## config.mk

```make
export PLATFORM = sky130hd
export DESIGN_NAME = fp_accum_ctrl
export DESIGN_NICKNAME = d
export VERILOG_FILES = /design/src/rtl/fp_pkg.sv /design/src/rtl/fp_accum_ctrl.sv
export SDC_FILE = /design/constraint.sdc
export NUM_CORES = 1
export LEC_CHECK = 0
export ABC_CLOCK_PERIOD_IN_PS = 4500
export CORE_MARGIN = 2
export CORE_UTILIZATION = 39
export CTS_BUF_LIST = sky130_fd_sc_hd__clkbuf_16
export CTS_CLUSTER_SIZE = 28
export DETAILED_ROUTE_END_ITERATION = 10
export PLACE_DENSITY_LB_ADDON = 0.25
export SLEW_MARGIN = 15
export SYNTH_ARGS = -nofsm -noshare
export SYNTH_HDL_FRONTEND = slang
export SYNTH_SLANG_ARGS = --single-unit
```

## constraint.sdc

```tcl
create_clock -name clk -period 4.5 [get_ports clk]
set_input_delay 1.35 -clock clk [delete_from_list [all_inputs] [get_ports clk]]
set_output_delay 1.35 -clock clk [all_outputs]
set_load 0.02 [all_outputs]
```

## src/rtl/fp_pkg.sv

```systemverilog
// Shared single-precision definitions: field layout, constants and the
// accumulator controller state encoding.
package fp_pkg;

  localparam logic [31:0] FP_ZERO     = 32'h0000_0000;
  localparam int          FP_SIGN_BIT = 31;
  localparam int          FP_EXP_MSB  = 30;
  localparam int          FP_EXP_LSB  = 23;
  localparam int          FP_MAN_MSB  = 22;
  localparam int          FP_MAN_LSB  = 0;
  localparam int          FP_EXP_W    = 8;

  typedef enum logic [1:0] {
    ST_IDLE      = 2'd0,
    ST_ISSUE     = 2'd1,
    ST_WAIT_DONE = 2'd2,
    ST_RESULT    = 2'd3
  } fp_accum_state_t;

endpackage

```

## src/rtl/fp_accum_ctrl.sv

```systemverilog
// Issue-side controller for the multi-cycle fpadd peer: accumulates a packet
// of single-precision values through the adder and returns the packet total.
module fp_accum_ctrl
  import fp_pkg::*;
#(
  parameter int TIMEOUT = 512,
  parameter int CNT_W   = 16
) (
  input  logic             clk,
  input  logic             reset,
  input  logic             in_valid,
  output logic             in_ready,
  input  logic [31:0]      in_data,
  input  logic             in_last,
  output logic             out_valid,
  input  logic             out_ready,
  output logic [31:0]      out_sum,
  output logic [CNT_W-1:0] out_count,
  output logic             out_err,
  output logic             add_start,
  output logic [31:0]      add_a,
  output logic [31:0]      add_b,
  input  logic [31:0]      add_sum,
  input  logic             add_done
);

  localparam int               TMO_W    = (TIMEOUT > 1) ? $clog2(TIMEOUT) : 1;
  localparam logic [TMO_W-1:0] TMO_LAST = TMO_W'(TIMEOUT - 1);

  fp_accum_state_t  state_q, state_d;
  logic [31:0]      acc_q, acc_d;
  logic [CNT_W-1:0] count_q, count_d;
  logic             err_q, err_d;
  logic             last_q, last_d;
  logic [31:0]      add_a_q, add_a_d;
  logic [31:0]      add_b_q, add_b_d;
  logic [TMO_W-1:0] tmo_q, tmo_d;

  always_ff @(posedge clk or negedge reset) begin
    if (!reset) begin
      state_q <= ST_IDLE;
      acc_q   <= FP_ZERO;
      count_q <= '0;
      err_q   <= 1'b0;
      last_q  <= 1'b0;
      add_a_q <= FP_ZERO;
      add_b_q <= FP_ZERO;
      tmo_q   <= '0;
    end else begin
      state_q <= state_d;
      acc_q   <= acc_d;
      count_q <= count_d;
      err_q   <= err_d;
      last_q  <= last_d;
      add_a_q <= add_a_d;
      add_b_q <= add_b_d;
      tmo_q   <= tmo_d;
    end
  end

  always_comb begin
    state_d = state_q;
    acc_d   = acc_q;
    count_d = count_q;
    err_d   = err_q;
    last_d  = last_q;
    add_a_d = add_a_q;
    add_b_d = add_b_q;
    tmo_d   = tmo_q;
    case (state_q)
      ST_IDLE: begin
        if (in_valid) begin
          add_a_d = in_data;
          add_b_d = acc_q;
          last_d  = in_last;
          count_d = (&count_q) ? count_q : count_q + 1'b1;
          state_d = ST_ISSUE;
        end
      end
      // add_done may still be high from the previous operation; ignore it here.
      ST_ISSUE: begin
        tmo_d   = '0;
        state_d = ST_WAIT_DONE;
      end
      ST_WAIT_DONE: begin
        if (add_done) begin
          acc_d   = add_sum;
          state_d = last_q ? ST_RESULT : ST_IDLE;
        end else if (tmo_q == TMO_LAST) begin
          err_d   = 1'b1;
          state_d = ST_RESULT;
        end else begin
          tmo_d = tmo_q + 1'b1;
        end
      end
      ST_RESULT: begin
        if (out_ready) begin
          acc_d   = FP_ZERO;
          count_d = '0;
          err_d   = 1'b0;
          state_d = ST_IDLE;
        end
      end
      default: state_d = ST_IDLE;
    endcase
  end

  assign in_ready  = (state_q == ST_IDLE);
  assign add_start = (state_q == ST_ISSUE);
  assign out_valid = (state_q == ST_RESULT);
  assign out_sum   = acc_q;
  assign out_count = count_q;
  assign out_err   = err_q;
  assign add_a     = add_a_q;
  assign add_b     = add_b_q;

endmodule

```

==> results of run 1 <==
==> path summary, 6_finish.rpt <==
kind	from	endpoint	slack [ns]	cells after the start
worst max-delay path	state_q[0]	out_valid	0.90	3
worst min-delay path	add_a[6]	add_a[6]	0.47	2
worst max register to register	state_q[0]	out_count[14]	2.21	4
worst min register to register	add_a[6]	add_a[6]	0.47	2
max in group asynchronous	reset	add_a[14]	2.63	2
min in group asynchronous	reset	add_b[17]	1.09	1
==> critical path, delay by kind of cell (launching register included) <==
kind	cells	cell delay, ns
simple gates	1	0.33
flops	1	0.61
buf+inv	2	0.89
==> through the flow <==
stage | area, um2 | setup WS [ns] | util [%] | hold WS [ns] | power (uW)
6_report | 7720 | 0.900 | 59.0 | 0.472 | 5660
5_1_grt | 7720 | 0.779 | 59.0 | 0.495 | 6000
4_1_cts | 7720 | 0.893 | 59.0 | 0.476 | 5710
3_5_place_dp | 7190 | 0.948 | 54.9 | 0.461 | 4440
3_3_place_gp | 7190 | 1.01 | 54.9 | 0.459 | 4380
2_1_floorplan | 5160 | 1.73 | - | 0.433 | 3180
==> state kept, by name (all words and copies together), names as in the netlist <==
signal     cells
out_err        1
out_count     16
state_q        2
add_a         32
add_b         32
out_sum       32
tmo_q          9
last_q         1
==> cell type report <==
| cell class | count | area (um2) | share of cell area, % |
|---|---|---|---|
| Clock inverter | 15 | 108 | 1.39 |
| Clock buffer | 17 | 425 | 5.51 |
| Tap cell | 176 | 220 | 2.85 |
| Sequential cell | 125 | 3130 | 40.5 |
| Multi-Input combinational cell | 364 | 1900 | 24.6 |
| Timing Repair Buffer | 191 | 1910 | 24.7 |
| Inverter | 8 | 30.0 | 0.389 |
==> synthesized netlist by cell type (6+ instances only) <==
master	count	area, um2
a22o_1	32	280
a31oi_1	10	62.6
nor2_1	10	37.5
and3_1	6	37.5
buf_2	6	30.0
nand3_1	14	70.1
o21ai_0	6	30.0
o21ai_1	8	40.0
nand2_1	215	807
clkbuf_1	21	78.8
dfrtp_1	125	3130
inv_1	7	26.3
nand4_1	6	37.5
a21oi_1	7	35.0
==> power by group <==
group          internal (uW)  leakage, uW  switching [uW]
clock network            743     0.000261             492
logic                   1130      0.00177            1330
registers               1580      0.00161             381
==> logic make-up (layout without fill, tap and decap cells) <==
kind of cell / Yosys count / after routing / synth area share [%]
simple gates: 270 / 270 / 22.5
flops: 125 / 125 / 60.6
compound gates: 87 / 87 / 12.5
buf+inv: 36 / 231 / 2.91
fa+ha+maj: 3 / 3 / 0.727
xor+xnor: 2 / 2 / 0.339
mux: 2 / 2 / 0.388
==> per-layer routing <==
metal  vias up  global-route usage [%]  part of all wire, %
li1       2167                       -                    -
met1      2182                    26.5                   42
met2       162                    33.4                   47
met3        23                    8.48                  8.6
met4         0                    8.71                  2.1
met5         -                       0                    0
==> results by group, run 1 <==
Outcome
  • Status: finished clean

Routing
  • Routed vias/inst: between 5 and 6
  • DR vias: 4,534
  • Final wirelength: about 14 mm
  • Wire per inst: between 15 and 20 um
  • Initial drt markers: about 360
  • DRC errors left: 0
  • First-pass DRT Iterations: 4
  • ANT nets after route: 0

STA
  • Final Max Tran Viols: 0
  • RSZ-0062 raised after global routing: no
  • Setup TNS: 0 ns
  • Hold Fails Final Rpt: 0
  • Fmax: roughly 280 MHz
  • Worst Tran Pin Value: about 1.0 ns
  • Min Tclk post-route: 3.60 ns
  • Final period utilization: around four fifths
  • Rel. slew slack: between 30% and 40%
  • Final setup fails: 0
  • Worst clock skew: ~0.0068 ns

Yosys
  • Dominant synthesized flop cell: dfrtp_1
  • Register bit total from synthesis: ~130
  • Synth unique cells: 43
  • Synth Net Count: about 600
  • Sequential-to-total area share from yosys stat: about three fifths
  • Synth warn: 0
  • Mapped cell area: 5160 um2
  • Post-synth EDFFs: 0
  • Synth Instances: about 530
  • Synth async-reset ratio: between 90% and 100%
  • Syn avg cell area: ~10 um2

CTS
  • Cts repair resizes: 0
  • Cts hold-fix bufs: 0
  • Setup bufs post-CTS: 0
  • CTS H-tree depth: 4
  • CTS max path bufs: 2
  • Total CTS buffers: 17
  • Worst-path clk slew: about 0.060 ns
  • Root buffer cell: clkbuf_16
  • CTS Sinks: around 130
  • CTS tree: built
  • Skew-Pair Late Insertion Delay: 0.42 ns

Power
  • P per Cell Area: around 730 nW/um2
  • Leakage: 0.00363 uW
  • VDD IR max: around 0.37 mV

Die
  • Vert. Die Dim: between 100 and 150 um
  • CORE AREA: about 13,000 um2
  • Num rows: 42
  • # IOs: roughly 190
  • Initial cell density of the core: roughly 40%
  • Die Span X: between 100 and 150 um
  • Die ar.: 14,200 um2

Final layout
  • Final net count: 780
  • Share of cells above drive strength 1: between 5 and 6%
  • Area Growth Syn to Fin: 49.5%
  • Most frequent cells in the layout: nand2_1, clkdlybuf4s50_1, dfrtp_1
  • Finished Layout Cells: around 900
  • Most common cell after layout, fill and taps aside: nand2_1
  • # fillers: 1,116
  • Diodes inserted: 0

Setup path
  • CP Class: reg -> out
  • Crit-path max cell delay: between 0.6 and 0.7 ns
  • Worst endpoint required time: 3.15 ns
  • Crit-path slowest cell: clkdlybuf4s50_1
  • CP Cell Sequence: nand2_1 -> inv_2 -> clkdlybuf4s50_1
  • Worst Path Arrival: approximately 2.3 ns
  • Maximum net fanout on the critical path: 13
  • CP Launch Type: flip-flop
  • Setup crit end kind: output pin

Global routing
  • Total GRT Usage: about a fifth
  • Initial antenna violation count: 0
  • Largest net degree at the start of global routing: between 80 and 90
  • Vias in the first global route: about 4,700
  • Global-route wire length before repair: around 24 mm
  • Overflow after GRT: 0

Place
  • Buffers added on ports: 185
  • Gpl congestion: 0.830
  • Final HPWL DP: roughly 9.7 mm
  • DP Cell Count: approximately 860

Run
  • Max-Cap Viols: 0

Hold path
  • Worst min-delay path class: reg -> reg
(Power assumes the default switching activity.)
==> run 2: changes to the inputs <==
ABC_CLOCK_PERIOD_IN_PS = 2900   (was 4500)
clock period = 2.9 ns   (was 4.5 ns; I/O delays follow)
==> results by group, run 2 (synthesized netlist as in run 1, its figures left out) <==
Outcome
  • Status: finished clean (unchanged)

CTS
  • Total CTS buffers: 17 (unchanged)
  • CTS H-tree depth: 4 (unchanged)
  • CTS tree: built (unchanged)
  • CTS max path bufs: 2 (unchanged)
  • Worst-path clk slew: 0.06 ns (about the same)
  • Cts hold-fix bufs: 0 (unchanged)
  • Skew-Pair Late Insertion Delay: 0.42 ns (about the same)
  • CTS Sinks: 125 (unchanged)
  • Root buffer cell: clkbuf_16 (unchanged)
  • Setup bufs post-CTS: 0 (unchanged)
  • Cts repair resizes: 0 (unchanged)

Setup path
  • CP Launch Type: flip-flop (unchanged)
  • Worst endpoint required time: 2.03 ns (was 3.15 ns)
  • Crit-path max cell delay: 0.62 ns (was 0.63 ns)
  • Maximum net fanout on the critical path: 12 (was 13)
  • Crit-path slowest cell: clkdlybuf4s50_1 (unchanged)
  • Worst Path Arrival: 1.91 ns (was 2.25 ns)
  • CP bufs+invs: 2 (unchanged)
  • CP Class: reg -> out (unchanged)
  • Kind of cell adding the most delay to the critical path: buffers and inverters (unchanged)
  • CP Cell Sequence: nand2b_1 -> inv_1 -> clkdlybuf4s50_1 (was nand2_1 -> inv_2 -> clkdlybuf4s50_1)
  • Setup crit end kind: output pin (unchanged)

Routing
  • DR vias: 4,563 (was 4,534)
  • Initial drt markers: 299 (was 364)
  • DRC errors left: 0 (unchanged)
  • ANT nets after route: 0 (unchanged)
  • Routed vias/inst: 5.06 (about the same)
  • Wire per inst: 15.6 um (was 15.9 um)
  • First-pass DRT Iterations: 4 (unchanged)
  • Final wirelength: 14.1 mm (was 14.3 mm)

Power
  • Clock group share of total power: 23.6% (was 21.8%)
  • Total power draw: 9030 uW (was 5660 uW)
  • Sequential share of power: 33.5% (was 34.7%)
  • Gate power share: 42.9% (was 43.4%)
  • VDD IR max: 0.662 mV (was 0.368 mV)
  • Pint: 5590 uW (was 3460 uW)
  • Switch share: 38.0% (was 38.9%)
  • P per Cell Area: 1150 nW/um2 (was 733 nW/um2)
  • Psw: 3440 uW (was 2200 uW)
  • Leakage: 0.00368 uW (was 0.00363 uW)

Global routing
  • GRT busiest layer: met2 (unchanged)
  • Overflow after GRT: 0 (unchanged)
  • Largest net degree at the start of global routing: 67 (was 81)
  • Total GRT Usage: 20.7% (was 21.4%)
  • GR Layer Usage met2: 31.3% (was 33.4%)
  • GR met1 Demand/Resource: 26.6% (was 26.5%)
  • Met3 Use GR: 7.52% (was 8.48%)
  • Initial antenna violation count: 0 (unchanged)
  • Vias in the first global route: 4,626 (was 4,689)
  • Global-route wire length before repair: 23.1 mm (was 23.7 mm)

Hold path
  • Worst min-delay path class: in -> async (was reg -> reg)

Die
  • Die ar.: 14,200 um2 (unchanged)
  • Num rows: 42 (unchanged)
  • Die Span X: 119 um (unchanged)
  • Initial cell density of the core: 39.5% (unchanged)
  • CORE AREA: 13,100 um2 (unchanged)
  • # IOs: 186 (unchanged)
  • Vert. Die Dim: 119 um (unchanged)

STA
  • Final Max Tran Viols: 0 (unchanged)
  • RSZ-0062 raised after global routing: no (unchanged)
  • Fmax: approximately 360 MHz
  • Final period utilization: roughly 96%
  • Hold Fails Final Rpt: 0 (unchanged)
  • Worst Hold Slack: 0.317 ns (was 0.472 ns)
  • Worst Tran Pin Value: 0.808 ns (was 0.996 ns)
  • Worst clock skew: 0.00652 ns (was 0.00676 ns)
  • Rel. slew slack: 45.7% (was 33.6%)
  • Min Tclk post-route: between 2 and 3 ns
  • Final setup fails: 0 (unchanged)
  • Setup TNS: 0 ns (unchanged)

Final layout
  • Finished Layout Cells: 902 (was 896)
  • Share of cells above drive strength 1: 7.30% (was 5.83%)
  • Final Instance Area: 7840 um2 (was 7720 um2)
  • Most common cell after layout, fill and taps aside: nand2_1 (unchanged)
  • Most frequent cells in the layout: nand2_1, clkdlybuf4s50_1, dfrtp_1 (unchanged)
  • Diodes inserted: 0 (unchanged)
  • Final net count: 786 (was 780)
  • Area Growth Syn to Fin: 51.8% (was 49.5%)

Place
  • Buffers added on ports: 185 (unchanged)
  • Gpl congestion: 0.830 (about the same)
  • Placed cell area: 7240 um2 (was 7190 um2)
  • Final HPWL DP: 9.59 mm (was 9.67 mm)
  • DP Cell Count: 870 (was 864)

Run
  • Max-Cap Viols: 0 (unchanged)
==> run 2: changes by cell type in the layout (fill, tap and decap cells not counted) <==
cell and delta:
buf_12 +1, buf_4 +5, bufinv_16 +2, clkinv_1 -3, clkinvlp_4 +3, inv_1 -2
==> run 2: layer usage <==
metal / wire length (um) / share of wire (%)
met2: 6480 / 46
met1: 6130 / 43
met4: 381 / 2.7
met3: 1120 / 7.9
met5: 0 / 0
==> run 2: worst paths after layout <==
check,start,to,slack [ns],depth (start not counted)
max,state_q[1],add_start,0.12,3
min,reset,out_sum[20],0.32,1
max in group asynchronous,reset,add_b[1],1.97,2
min in group clk,add_b[0],add_b[0],0.47,2
min reg2reg,add_b[0],add_b[0],0.47,2
max reg2reg,tmo_q[0],tmo_q[5],0.65,7
==> run 2: through the flow <==
| stage | setup WS [ns] | utilization [%] |
|---|---|---|
| after global placement | -0.105 | 55.4 |
| after detailed placement | -0.0904 | 55.4 |
| final | 0.120 | 59.9 |
| after floorplan | 0.611 | - |
| after global routing | 0.0182 | 59.9 |
| after CTS | 0.0966 | 59.9 |
==> run 2: area by class of cell <==
| type | instances | area [um2] |
|---|---|---|
| well taps | 176 | 220 |
| fillers | 1092 | 5240 |
| repair buffers | 197 | 1960 |
| inverters | 8 | 30.0 |
| clock buffers | 17 | 425 |
| multi-input cells | 364 | 1900 |
| flip-flops and latches | 125 | 3130 |
| clock inverters | 15 | 171 |
==> run 2: power by group through the flow <==
stage          combinational [uW]  sequential, uW  clock [uW]
6_report                     3870            3020        2130
3_3_place_gp                 3830            3010           0
3_5_place_dp                 3900            3030           0
4_1_cts                      3920            3020        2160
2_1_floorplan                1180            3750           0
5_1_grt                      4180            3120        2250
==> run 2: worst register-to-register path: cells and delay by family (launching register included) <==
family / cells / cell delay [ns]
fa+ha+maj: 2 / 0.48
simple gates: 4 / 1.15
flops: 1 / 0.42
compound gates: 1 / 0.13
==> run 3: changes to the inputs <==
ABC_CLOCK_PERIOD_IN_PS = 3280   (was 2900)
clock period = 3.28 ns   (was 2.9 ns; I/O delays follow)
==> results by group, run 3 (synthesized netlist as in run 1, its figures left out) <==
STA
  • Rel. slew slack: 44.0% (was 45.7%)
  • Final Max Tran Viols: 0 (unchanged)
  • Fmax: ~340 MHz
  • Final setup fails: 0 (unchanged)
  • Min Tclk post-route: about 3.0 ns
  • Worst Tran Pin Value: 0.833 ns (was 0.808 ns)
  • Worst Hold Slack: 0.472 ns (was 0.317 ns)
  • Setup TNS: 0 ns (unchanged)
  • Hold Fails Final Rpt: 0 (unchanged)
  • Final period utilization: about 90%
  • Worst clock skew: 0.00997 ns (was 0.00652 ns)
  • RSZ-0062 raised after global routing: no (unchanged)

Die
  • Num rows: 42 (unchanged)
  • Vert. Die Dim: 119 um (unchanged)
  • Die ar.: 14,200 um2 (unchanged)
  • Initial cell density of the core: 39.5% (unchanged)
  • # IOs: 186 (unchanged)
  • CORE AREA: 13,100 um2 (unchanged)
  • Die Span X: 119 um (unchanged)

Setup path
  • CP Class: reg -> out (unchanged)
  • Setup crit start: state_q[0] (was state_q[1])
  • Maximum net fanout on the critical path: 13 (was 12)
  • CP Launch Type: flip-flop (unchanged)
  • Setup crit end kind: output pin (unchanged)
  • RR Startpoint: tmo_q[3] (was tmo_q[0])
  • Worst endpoint required time: 2.30 ns (was 2.03 ns)
  • Worst Path Arrival: 1.98 ns (was 1.91 ns)

Routing
  • Initial drt markers: 352 (was 299)
  • Final wirelength: 14.0 mm (was 14.1 mm)
  • DR vias: 4,511 (was 4,563)
  • ANT nets after route: 0 (unchanged)
  • DRC errors left: 0 (unchanged)
  • Wire per inst: 15.6 um (about the same)
  • Routed vias/inst: 5.01 (was 5.06)
  • First-pass DRT Iterations: 5 (was 4)

Final layout
  • Share of cells above drive strength 1: 5.80% (was 7.30%)
  • Final net count: 784 (was 786)
  • Most frequent cells in the layout: nand2_1, clkdlybuf4s50_1, dfrtp_1 (unchanged)
  • Diodes inserted: 0 (unchanged)
  • Area Growth Syn to Fin: 49.8% (was 51.8%)
  • Post-layout util: 59.1% (was 59.9%)
  • Most common cell after layout, fill and taps aside: nand2_1 (unchanged)
  • # fillers: 1,119 (was 1,092)

Hold path
  • Worst hold start: add_b[9]
  • Worst min-delay path class: reg -> reg (was in -> async)

CTS
  • Cts hold-fix bufs: 0 (unchanged)
  • Cts repair resizes: 0 (unchanged)
  • CTS max path bufs: 2 (unchanged)
  • Total CTS buffers: 17 (unchanged)
  • Worst-path clk slew: 0.05 ns (was 0.06 ns)
  • CTS H-tree depth: 4 (unchanged)
  • Root buffer cell: clkbuf_16 (unchanged)
  • CTS tree: built (unchanged)
  • CTS Sinks: 125 (unchanged)
  • Setup bufs post-CTS: 0 (unchanged)
  • Skew-Pair Late Insertion Delay: 0.41 ns (was 0.42 ns)

Global routing
  • Global-route wire length before repair: 23.1 mm (about the same)
  • Total GRT Usage: 20.7% (about the same)
  • Overflow after GRT: 0 (unchanged)
  • Largest net degree at the start of global routing: 74 (was 67)
  • Vias in the first global route: 4,598 (was 4,626)
  • Initial antenna violation count: 0 (unchanged)

Power
  • Clock group share of total power: 21.3% (was 23.6%)
  • Leakage: 0.00366 uW (was 0.00368 uW)
  • Gate power share: 43.9% (was 42.9%)
  • Pint: 4750 uW (was 5590 uW)
  • Switch share: 38.5% (was 38.0%)
  • Psw: 2970 uW (was 3440 uW)
  • P per Cell Area: 997 nW/um2 (was 1150 nW/um2)
  • Sequential share of power: 34.8% (was 33.5%)
  • VDD IR max: 0.503 mV (was 0.662 mV)

Place
  • Buffers added on ports: 185 (unchanged)
  • Final HPWL DP: 9.56 mm (was 9.59 mm)
  • Gpl congestion: 0.806 (was 0.830)

Run
  • Max-Cap Viols: 0 (unchanged)

Outcome
  • Status: finished clean (unchanged)
run 3: cell types whose count changed in the layout (fill, tap and decap cells not counted), sizes merged:
cell and change:
clkinvlp -4, bufinv -2, buf -2, clkinv +2, inv +4
run 3: metal layers:
metal | GRT usage (%) | share of wire [%]
met5 | 0 | 0
met4 | 8.71 | 1.6
met3 | 7.09 | 6.7
met2 | 31.8 | 47
met1 | 26.8 | 44
run 3: cell type report:
cell class	instances	area, um2	share of cell area [%]
Multi-Input combinational cell	364	1900	24.6
Timing Repair Buffer	195	1940	25.0
Clock inverter	15	92.6	1.20
Clock buffer	17	425	5.50
Sequential cell	125	3130	40.4
Inverter	8	30.0	0.388
Tap cell	176	220	2.85
run 3: worst paths after layout:
kind | to | slack [ns] | cells past startpoint
setup / recovery | out_valid | 0.32 | 3
hold / removal | add_b[9] | 0.47 | 2
setup reg to reg | tmo_q[7] | 1.01 | 7
hold reg to reg | add_b[9] | 0.47 | 2
max in group asynchronous | tmo_q[5] | 1.98 | 2
min in group asynchronous | out_sum[16] | 0.58 | 1
run 3: power groups by stage:
| stage | Clock, uW | Sequential, uW | Combinational, uW |
|---|---|---|---|
| floorplan | 0 | 3320 | 1040 |
| global placement | 0 | 2670 | 3360 |
| detailed placement | 0 | 2690 | 3410 |
| CTS | 1680 | 2690 | 3420 |
| global route | 1750 | 2790 | 3650 |
| finish | 1650 | 2690 | 3380 |
run 3: through the flow:
stage                     worst slack [ns]  power (uW)  instances  cell area, um2
after global placement               0.154        6030        868            7220
after floorplan                      0.877        4360        525            5160
after detailed placement             0.174        6100        868            7220
final                                0.317        7710        900            7730
after CTS                            0.302        7790        900            7730
after global routing                 0.208        8190        900            7730
run 3: critical path, stage by stage (launching register included):
cell	delay [ns]
dfrtp_1	0.62
nand2_1	0.15
inv_2	0.18
clkdlybuf4s50_1	0.64
